`config.mk`:
```
export PLATFORM = sky130hd
export DESIGN_NAME = usrt_apb_scheduler
export DESIGN_NICKNAME = d
export VERILOG_FILES = /design/src/rtl/usrt_apb_pkg.sv /design/src/rtl/rr_arbiter2.sv /design/src/rtl/usrt_apb_scheduler.sv
export SDC_FILE = /design/constraint.sdc
export NUM_CORES = 1
export LEC_CHECK = 0
export CAP_MARGIN = 25
export CORE_ASPECT_RATIO = 0.8
export CORE_UTILIZATION = 38
export CTS_BUF_LIST = sky130_fd_sc_hd__clkbuf_8
export DETAILED_ROUTE_END_ITERATION = 12
export GPL_ROUTABILITY_DRIVEN = 0
export PLACE_DENSITY = 0.88
export SLEW_MARGIN = 15
export SYNTH_ARGS = -nofsm -noshare
export SYNTH_HDL_FRONTEND = slang
export SYNTH_SLANG_ARGS = --single-unit
```
`constraint.sdc`:
```
create_clock -name pClk -period 3.45 [get_ports pClk]
set_clock_uncertainty 0.2 [all_clocks]
set_input_delay 0.69 -clock pClk [delete_from_list [all_inputs] [get_ports pClk]]
set_output_delay 0.69 -clock pClk [all_outputs]
set_load 0.01 [all_outputs]
```
`src/rtl/usrt_apb_pkg.sv`:
```
// Shared types and defaults for the USRT APB scheduler slice.
package usrt_apb_pkg;

   localparam int DATA_W                 = 8;
   localparam int DEFAULT_TIMEOUT_CYCLES = 1040;
   localparam int DEFAULT_ADDR_W         = 32;

   typedef enum logic [1:0] {
      IDLE   = 2'd0,
      SETUP  = 2'd1,
      ACCESS = 2'd2,
      RESP   = 2'd3
   } state_t;

endpackage

```
`src/rtl/rr_arbiter2.sv`:
```
// Two-way round-robin arbiter: the requester at the pointer wins ties,
// and after each accepted grant the pointer moves to the other requester.
module rr_arbiter2 (
   input  logic       pClk,
   input  logic       pReset,
   input  logic [1:0] i_req,
   input  logic       i_advance,
   output logic [1:0] o_grant
);

   logic       r_ptr;
   logic [1:0] w_grant;

   // Pick the requester at the pointer if it is asking, otherwise the other one
   always_comb begin
      w_grant = 2'b00;
      if (r_ptr == 1'b0) begin
         if (i_req[0])      w_grant = 2'b01;
         else if (i_req[1]) w_grant = 2'b10;
      end else begin
         if (i_req[1])      w_grant = 2'b10;
         else if (i_req[0]) w_grant = 2'b01;
      end
   end

   // Hand priority to the requester that lost (or did not ask) on every accepted grant
   always_ff @(posedge pClk or posedge pReset) begin
      if (pReset) begin
         r_ptr <= 1'b0;
      end else if (i_advance && (w_grant != 2'b00)) begin
         r_ptr <= w_grant[0];
      end
   end

   assign o_grant = w_grant;

endmodule

```
`src/rtl/usrt_apb_scheduler.sv`:
```
// Arbitrates two byte requesters onto a single APB master port that talks to
// a USRT slave; one transfer in flight, with an ACCESS-phase timeout.
module usrt_apb_scheduler
   import usrt_apb_pkg::*;
#(
   parameter int TIMEOUT_CYCLES = DEFAULT_TIMEOUT_CYCLES,
   parameter int ADDR_W         = DEFAULT_ADDR_W
) (
   input  logic              pClk,
   input  logic              pReset,

   input  logic              req0_valid,
   input  logic              req0_write,
   input  logic [ADDR_W-1:0] req0_addr,
   input  logic [DATA_W-1:0] req0_wdata,
   output logic              req0_ready,

   input  logic              req1_valid,
   input  logic              req1_write,
   input  logic [ADDR_W-1:0] req1_addr,
   input  logic [DATA_W-1:0] req1_wdata,
   output logic              req1_ready,

   output logic              rsp0_valid,
   output logic [DATA_W-1:0] rsp0_rdata,
   output logic              rsp0_err,

   output logic              rsp1_valid,
   output logic [DATA_W-1:0] rsp1_rdata,
   output logic              rsp1_err,

   output logic              m_pSelect,
   output logic              m_pEnable,
   output logic              m_pWrite,
   output logic [ADDR_W-1:0] m_pAddress,
   output logic [DATA_W-1:0] m_pWData,
   input  logic [DATA_W-1:0] m_pRData,
   input  logic              m_pReady
);

   localparam int               CNT_W    = (TIMEOUT_CYCLES > 1) ? $clog2(TIMEOUT_CYCLES) : 1;
   localparam logic [CNT_W-1:0] CNT_LAST = CNT_W'(TIMEOUT_CYCLES - 1);

   state_t            r_state;
   state_t            w_nextState;
   logic              r_gntIdx;
   logic              r_write;
   logic              r_err;
   logic [ADDR_W-1:0] r_addr;
   logic [DATA_W-1:0] r_wdata;
   logic [DATA_W-1:0] r_rdata;
   logic [CNT_W-1:0]  r_cnt;

   logic [1:0]        w_req;
   logic [1:0]        w_grant;
   logic              w_accept;
   logic              w_timeout;

   assign w_req = {req1_valid, req0_valid};

   rr_arbiter2 u_arbiter (
      .pClk      (pClk),
      .pReset    (pReset),
      .i_req     (w_req),
      .i_advance (w_accept),
      .o_grant   (w_grant)
   );

   // State register; reset drops any transfer in flight
   always_ff @(posedge pClk or posedge pReset) begin
      if (pReset) begin
         r_state <= IDLE;
      end else begin
         r_state <= w_nextState;
      end
   end

   // Next state plus every output; the bus is only driven in SETUP/ACCESS
   always_comb begin
      w_nextState = r_state;
      w_accept    = 1'b0;
      w_timeout   = 1'b0;
      req0_ready  = 1'b0;
      req1_ready  = 1'b0;
      rsp0_valid  = 1'b0;
      rsp0_rdata  = '0;
      rsp0_err    = 1'b0;
      rsp1_valid  = 1'b0;
      rsp1_rdata  = '0;
      rsp1_err    = 1'b0;
      m_pSelect   = 1'b0;
      m_pEnable   = 1'b0;
      m_pWrite    = 1'b0;
      m_pAddress  = '0;
      m_pWData    = '0;
      case (r_state)
         IDLE: begin
            if ((w_req != 2'b00) && !pReset) begin
               w_accept    = 1'b1;
               req0_ready  = w_grant[0];
               req1_ready  = w_grant[1];
               w_nextState = SETUP;
            end
         end
         SETUP: begin
            m_pSelect   = 1'b1;
            m_pWrite    = r_write;
            m_pAddress  = r_addr;
            m_pWData    = r_wdata;
            w_nextState = ACCESS;
         end
         ACCESS: begin
            m_pSelect  = 1'b1;
            m_pEnable  = 1'b1;
            m_pWrite   = r_write;
            m_pAddress = r_addr;
            m_pWData   = r_wdata;
            if (m_pReady) begin
               w_nextState = RESP;
            end else if (r_cnt == CNT_LAST) begin
               w_timeout   = 1'b1;
               w_nextState = RESP;
            end
         end
         RESP: begin
            if (r_gntIdx) begin
               rsp1_valid = 1'b1;
               rsp1_rdata = r_rdata;
               rsp1_err   = r_err;
            end else begin
               rsp0_valid = 1'b1;
               rsp0_rdata = r_rdata;
               rsp0_err   = r_err;
            end
            w_nextState = IDLE;
         end
         default: w_nextState = IDLE;
      endcase
   end

   // Capture the granted request and the slave's answer for the response phase
   always_ff @(posedge pClk or posedge pReset) begin
      if (pReset) begin
         r_gntIdx <= 1'b0;
         r_write  <= 1'b0;
         r_addr   <= '0;
         r_wdata  <= '0;
         r_rdata  <= '0;
         r_err    <= 1'b0;
      end else begin
         if (w_accept) begin
            r_gntIdx <= w_grant[1];
            r_write  <= w_grant[1] ? req1_write : req0_write;
            r_addr   <= w_grant[1] ? req1_addr  : req0_addr;
            r_wdata  <= w_grant[1] ? req1_wdata : req0_wdata;
            r_rdata  <= '0;
            r_err    <= 1'b0;
         end
         if (r_state == ACCESS) begin
            if (m_pReady) begin
               if (!r_write) begin
                  r_rdata <= m_pRData;
               end
            end else if (w_timeout) begin
               r_err <= 1'b1;
            end
         end
      end
   end

   // Count ACCESS cycles spent waiting on the slave; zero everywhere else
   always_ff @(posedge pClk or posedge pReset) begin
      if (pReset) begin
         r_cnt <= '0;
      end else if ((r_state == ACCESS) && !m_pReady && !w_timeout) begin
         r_cnt <= r_cnt + 1'b1;
      end else begin
         r_cnt <= '0;
      end
   end

endmodule

```
## After elaboration in Yosys (flattened, before gate mapping)

Index checks and enable logic that the tools add are counted.

| word-level totals | value |
|---|---|
| flip-flop bits (word level) | 65 |
| bits of input ports | 95 |
| output and inout bits | 65 |
| logic and storage cells | 75 |

| cells by class | value |
|---|---|
| add/sub/neg operators | 1 |
| eq/ne operators | 6 |
| muxes and demuxes | 47 |
| reductions and logical operators | 12 |

Operators by type and width:

| kind | count |
|---|---|
| 8-bit two-way mux | 10 |
| 32-bit two-way mux | 2 |
| 1-bit two-way mux | 26 |
| 2-bit two-way mux | 7 |
| 11-bit by 1-bit adder with 11-bit output (second input constant) | 1 |
| 11-bit == test (second input constant) | 1 |
| 11-bit two-way mux | 1 |
| 2-bit one-hot mux with 4 select lines | 1 |
| 2-bit == test (second input constant) | 2 |
| 1-bit logical AND | 4 |
| 2-bit nonzero test | 2 |
| 1-bit logical NOT | 3 |
| 3-bit inequality test (second input constant) | 1 |
| 2-bit by 1-bit == test with 1-bit output (second input constant) | 1 |
| 2-bit logical NOT | 1 |
| 2-bit inequality test (second input constant) | 1 |
| 2-bit AND reduction | 1 |
| 2-bit OR reduction | 1 |

## Longest topological paths before layout

| depth | value |
|---|---|
| depth after elaboration | 8 |
| depth in mapped cells | 7 |

## Modules after synthesis

A second synthesis with hierarchy kept.

| unflattened totals | value |
|---|---|
| cells, all modules | 364 |
| area total of the unflattened synthesis | 3392.0 um2 |

By module, submodules not included:

| module | times used | cells each | area an instance (um2) |
|---|---|---|---|
| usrt_apb_scheduler | 1 | 357 | 3333.2 |
| rr_arbiter2 | 1 | 7 | 58.8 |

## Worst setup path after synthesis

No wires, ideal clock.

| timing path | value |
|---|---|
| path kind | input port to output port |
| start point | in pReset |
| end point | out req1_ready |
| arrival time | 2998 ps |
| data required time | 2560 ps |
| setup slack | -438 ps |
| stages | 4 |
| path buffers | 1 |
| cells stage by stage | inv_1 > o211ai_1 > clkbuf_1 > nor2_1 |

| between the ends | value |
|---|---|
| longest elaborated chain between the ends | 4 |

RTL lines:

| element | line | RTL |
|---|---|---|
| start: declaration | usrt_apb_scheduler.sv:10 | `input logic pReset,` |
| 1-bit logical NOT (no source line) | -- |  |
| 1-bit logical AND | usrt_apb_scheduler.sv:98 | `if ((w_req != 2'b00) && !pReset) begin` |
| 1-bit two-way mux | usrt_apb_scheduler.sv:98 |  |
| 1-bit two-way mux | usrt_apb_scheduler.sv:96 | `case (r_state)` |
| end: declaration | usrt_apb_scheduler.sv:22 | `output logic req1_ready,` |

No other way between the ends.

## Worst setup path after layout

| timing path | value |
|---|---|
| start point | reg r_state[1] |
| end point | out rsp0_rdata[4] |

| between the ends | value |
|---|---|
| longest elaborated chain between the ends | 2 |

RTL lines:

| element | line | RTL |
|---|---|---|
| start: declaration | usrt_apb_scheduler.sv:44 | `state_t r_state;` |
| start signal: assignment | usrt_apb_scheduler.sv:74 | `r_state <= w_nextState;` |
| 2-bit == test | usrt_apb_scheduler.sv:96 |  |
| 8-bit two-way mux | usrt_apb_scheduler.sv:96 |  |
| end: declaration | usrt_apb_scheduler.sv:25 | `output logic [DATA_W-1:0] rsp0_rdata,` |

No other way between the ends.

==> results.toml <==
[outcome]
outcome = "complete, no violations"

[grt]
grt_pass1_wl_um = 14000
grt_usage_pct = 19.6
grt-ovfl-total = 0
grt_pass1_vias = 3032
grt_max_degree = 94
grt_antenna_before_repair = 0

[timing]
relSlewSlack_pct = 46.0
min_period_ps = 3080
hold_viol_final = 0
timing.fmax_ghz = 0.325
holdWs_ps = 271
setup_violations = 0
worst_pin_slew_ps = 810
slew_viol_final = 0
tns_ps = 0
rsz0062_at_grt = "false"
fin_crit_sh_pct = 89.2

[critical_path]
end_kind = "primary output"
worstPathArrival_ps = 2190
crit_family = "simple AND/OR/NAND/NOR gates"
worst_setup_path_start_kind = "flop"
crit_slowest_cell = "clkdlybuf4s50_1"
required_ps = 2560
crit_type = "reg2out"
cp_max_fo = 11
critical_path.max_stage_delay_ps = 530
crit_chain = "ha_1, nor2b_2, and2_1, clkdlybuf4s50_1"
critPathBufInv = 1

[place]
port-buffer-count = 159
hpwl_um = 6490
placed_area_sq_um = 5070

[clock_network]
root_buffer = "clkbuf_8"
clk_latency_ps = 340
clockBufferDepth = 2
cts_tree = "built"
clock-sinks = 65
numCtsBuffers = 9
post_cts_buffers = 0
clkSlewWorstSetupHoldPaths_ps = 70
htreeDepth = 3

[routing]
drc = 0
vias = 3048
drtAntennaViolNets = 0
drtPass1Iterations = 4
wl_per_cell_um = 13.9
drt-initial-drc-count = 136
drt_wl_total_um = 8790
via_per_inst = 4.84

[layout]
diodes = 0
nNetsFinal = 612
stdcell_area_sq_um = 5310
area_growth_pct = 57.7
drive_gt1_share_pct = 5.41

[yosys]
ys_seq_area_share_pct = 48.4
synth_common_cells = "65 x dfrtp_1, 62 x nand2_1, 52 x o21ai_0, 51 x and2_1, 41 x mux2i_1"
avgSynthCellArea_sq_um = 9.37
synth_top_area_share_pct = 48.4
ys_seq_elements = 65
syn_area_sq_um = 3360
syn_nets = 458
synth_most_common_cell = "dfrtp_1"
synth-main-ff-cell = "dfrtp_1"
yosys-top-cells-area = "dfrtp_1 48%, mux2i_1 12%, and2_1 9.5%"
synth_edf_count = 0
synthArstFlopShare_pct = 100
synth_cell_type_count = 29
yosysWarnings = 0
netlist_instances = 359
yosysTopAreaCell = "dfrtp_1"

[floorplanning]
start_util_pct = 39.5
die_y_um = 86.1
io_pins = 160
die_area_sq_um = 9230
chipWidth_um = 107
num_rows = 30
coreArea_sq_um = 8520

[power_and_ir_drop]
vdd_drop_max_mv = 0.321
leakagePower_nw = 2.40
powerDensity_nw_per_um2 = 718

[min_path]
min_path_type = "reg2reg"

[flow_run]
maxCapViolations = 0
## registers in the layout, summed over array words and instances, names as in the netlist
| name | flops |
|---|---|
| r_addr | 32 |
| r_cnt | 11 |
| r_err | 1 |
| r_gntIdx | 1 |
| r_rdata | 8 |
| r_state | 2 |
| r_wdata | 8 |
| r_write | 1 |
| u_arbiter.r_ptr | 1 |
## stage by stage
step	setup slack [ps]	total power [mW]	util (%)	std cells
4_1_cts	249	3.85	62.2	630
5_1_grt	175	4.10	62.3	630
3_5_place_dp	316	3.11	59.5	614
6_report	374	3.81	62.3	630
2_1_floorplan	54.2	2.12	-	359
3_3_place_gp	384	3.04	59.5	614
## cell type report
class / instances / area (sq um)
clock inverter: 6 / 91.3
inverter: 7 / 30.0
sequential: 65 / 1630
tap: 112 / 140
timing repair buffer: 167 / 1650
fill: 706 / 3220
clock buffer: 10 / 138
multi-input combinational: 263 / 1630
## power breakdown
| part | leakage [nW] | internal [mW] | total, mW | switching, mW |
|---|---|---|---|---|
| sequential | 0.834 | 1.05 | 1.22 | 0.165 |
| clock | 0.105 | 0.427 | 0.720 | 0.293 |
| combinational | 1.46 | 1.01 | 1.87 | 0.867 |
| total | 2.40 | 2.49 | 3.81 | 1.32 |
## cell families (layout without fill, tap and decap cells)
kind of cell / after synthesis / count (layout) / synth area share (%)
DFF: 65 / 65 / 48.4
muxes: 42 / 42 / 12.5
buffers and inverters: 31 / 190 / 3.65
adders and majority gates: 4 / 4 / 1.49
xor gates and xnor gates: 8 / 8 / 2.08
AOI/OAI and AO/OA: 60 / 60 / 9.56
and+or+nand+nor: 149 / 149 / 22.3
## final timing paths
kind,startpoint,end,slack [ps],cells after the start
max,r_state[1],rsp0_rdata[4],370,4
min,r_addr[30],r_addr[30],270,2
max reg2reg,r_cnt[6],r_state[1],1180,4
min reg2reg,r_addr[30],r_addr[30],270,2
max in group asynchronous,pReset,r_cnt[7],1730,3
min in group asynchronous,pReset,r_rdata[0],800,3
## layout by cell type, fill, tap and decap left out, types with 8 or more instances in the layout
master	instances
and2_1	51
and3_1	10
buf_4	8
clkbuf_8	10
clkdlybuf4s50_1	159
dfrtp_1	65
mux2i_1	41
nand2_1	62
nor2_1	11
o21ai_0	51
## layer usage
metal	up-vias	wire (um)	GRT usage [%]
li1	1502	-	-
met1	1433	3710	22.2
met2	102	4450	35.8
met3	11	536	6.08
met4	0	89	5.23
met5	-	0	0
## worst min-delay path, stage by stage (launching register included)
cell,delay [ps]
dfrtp_1,330
nand2_1,40
o21ai_0,60
## repair_timing
action,CTS,global route
gates resized for setup,0,1
endpoints found under the setup margin,0,1
hold buffers,0,0
(Power assumes the default switching activity.)
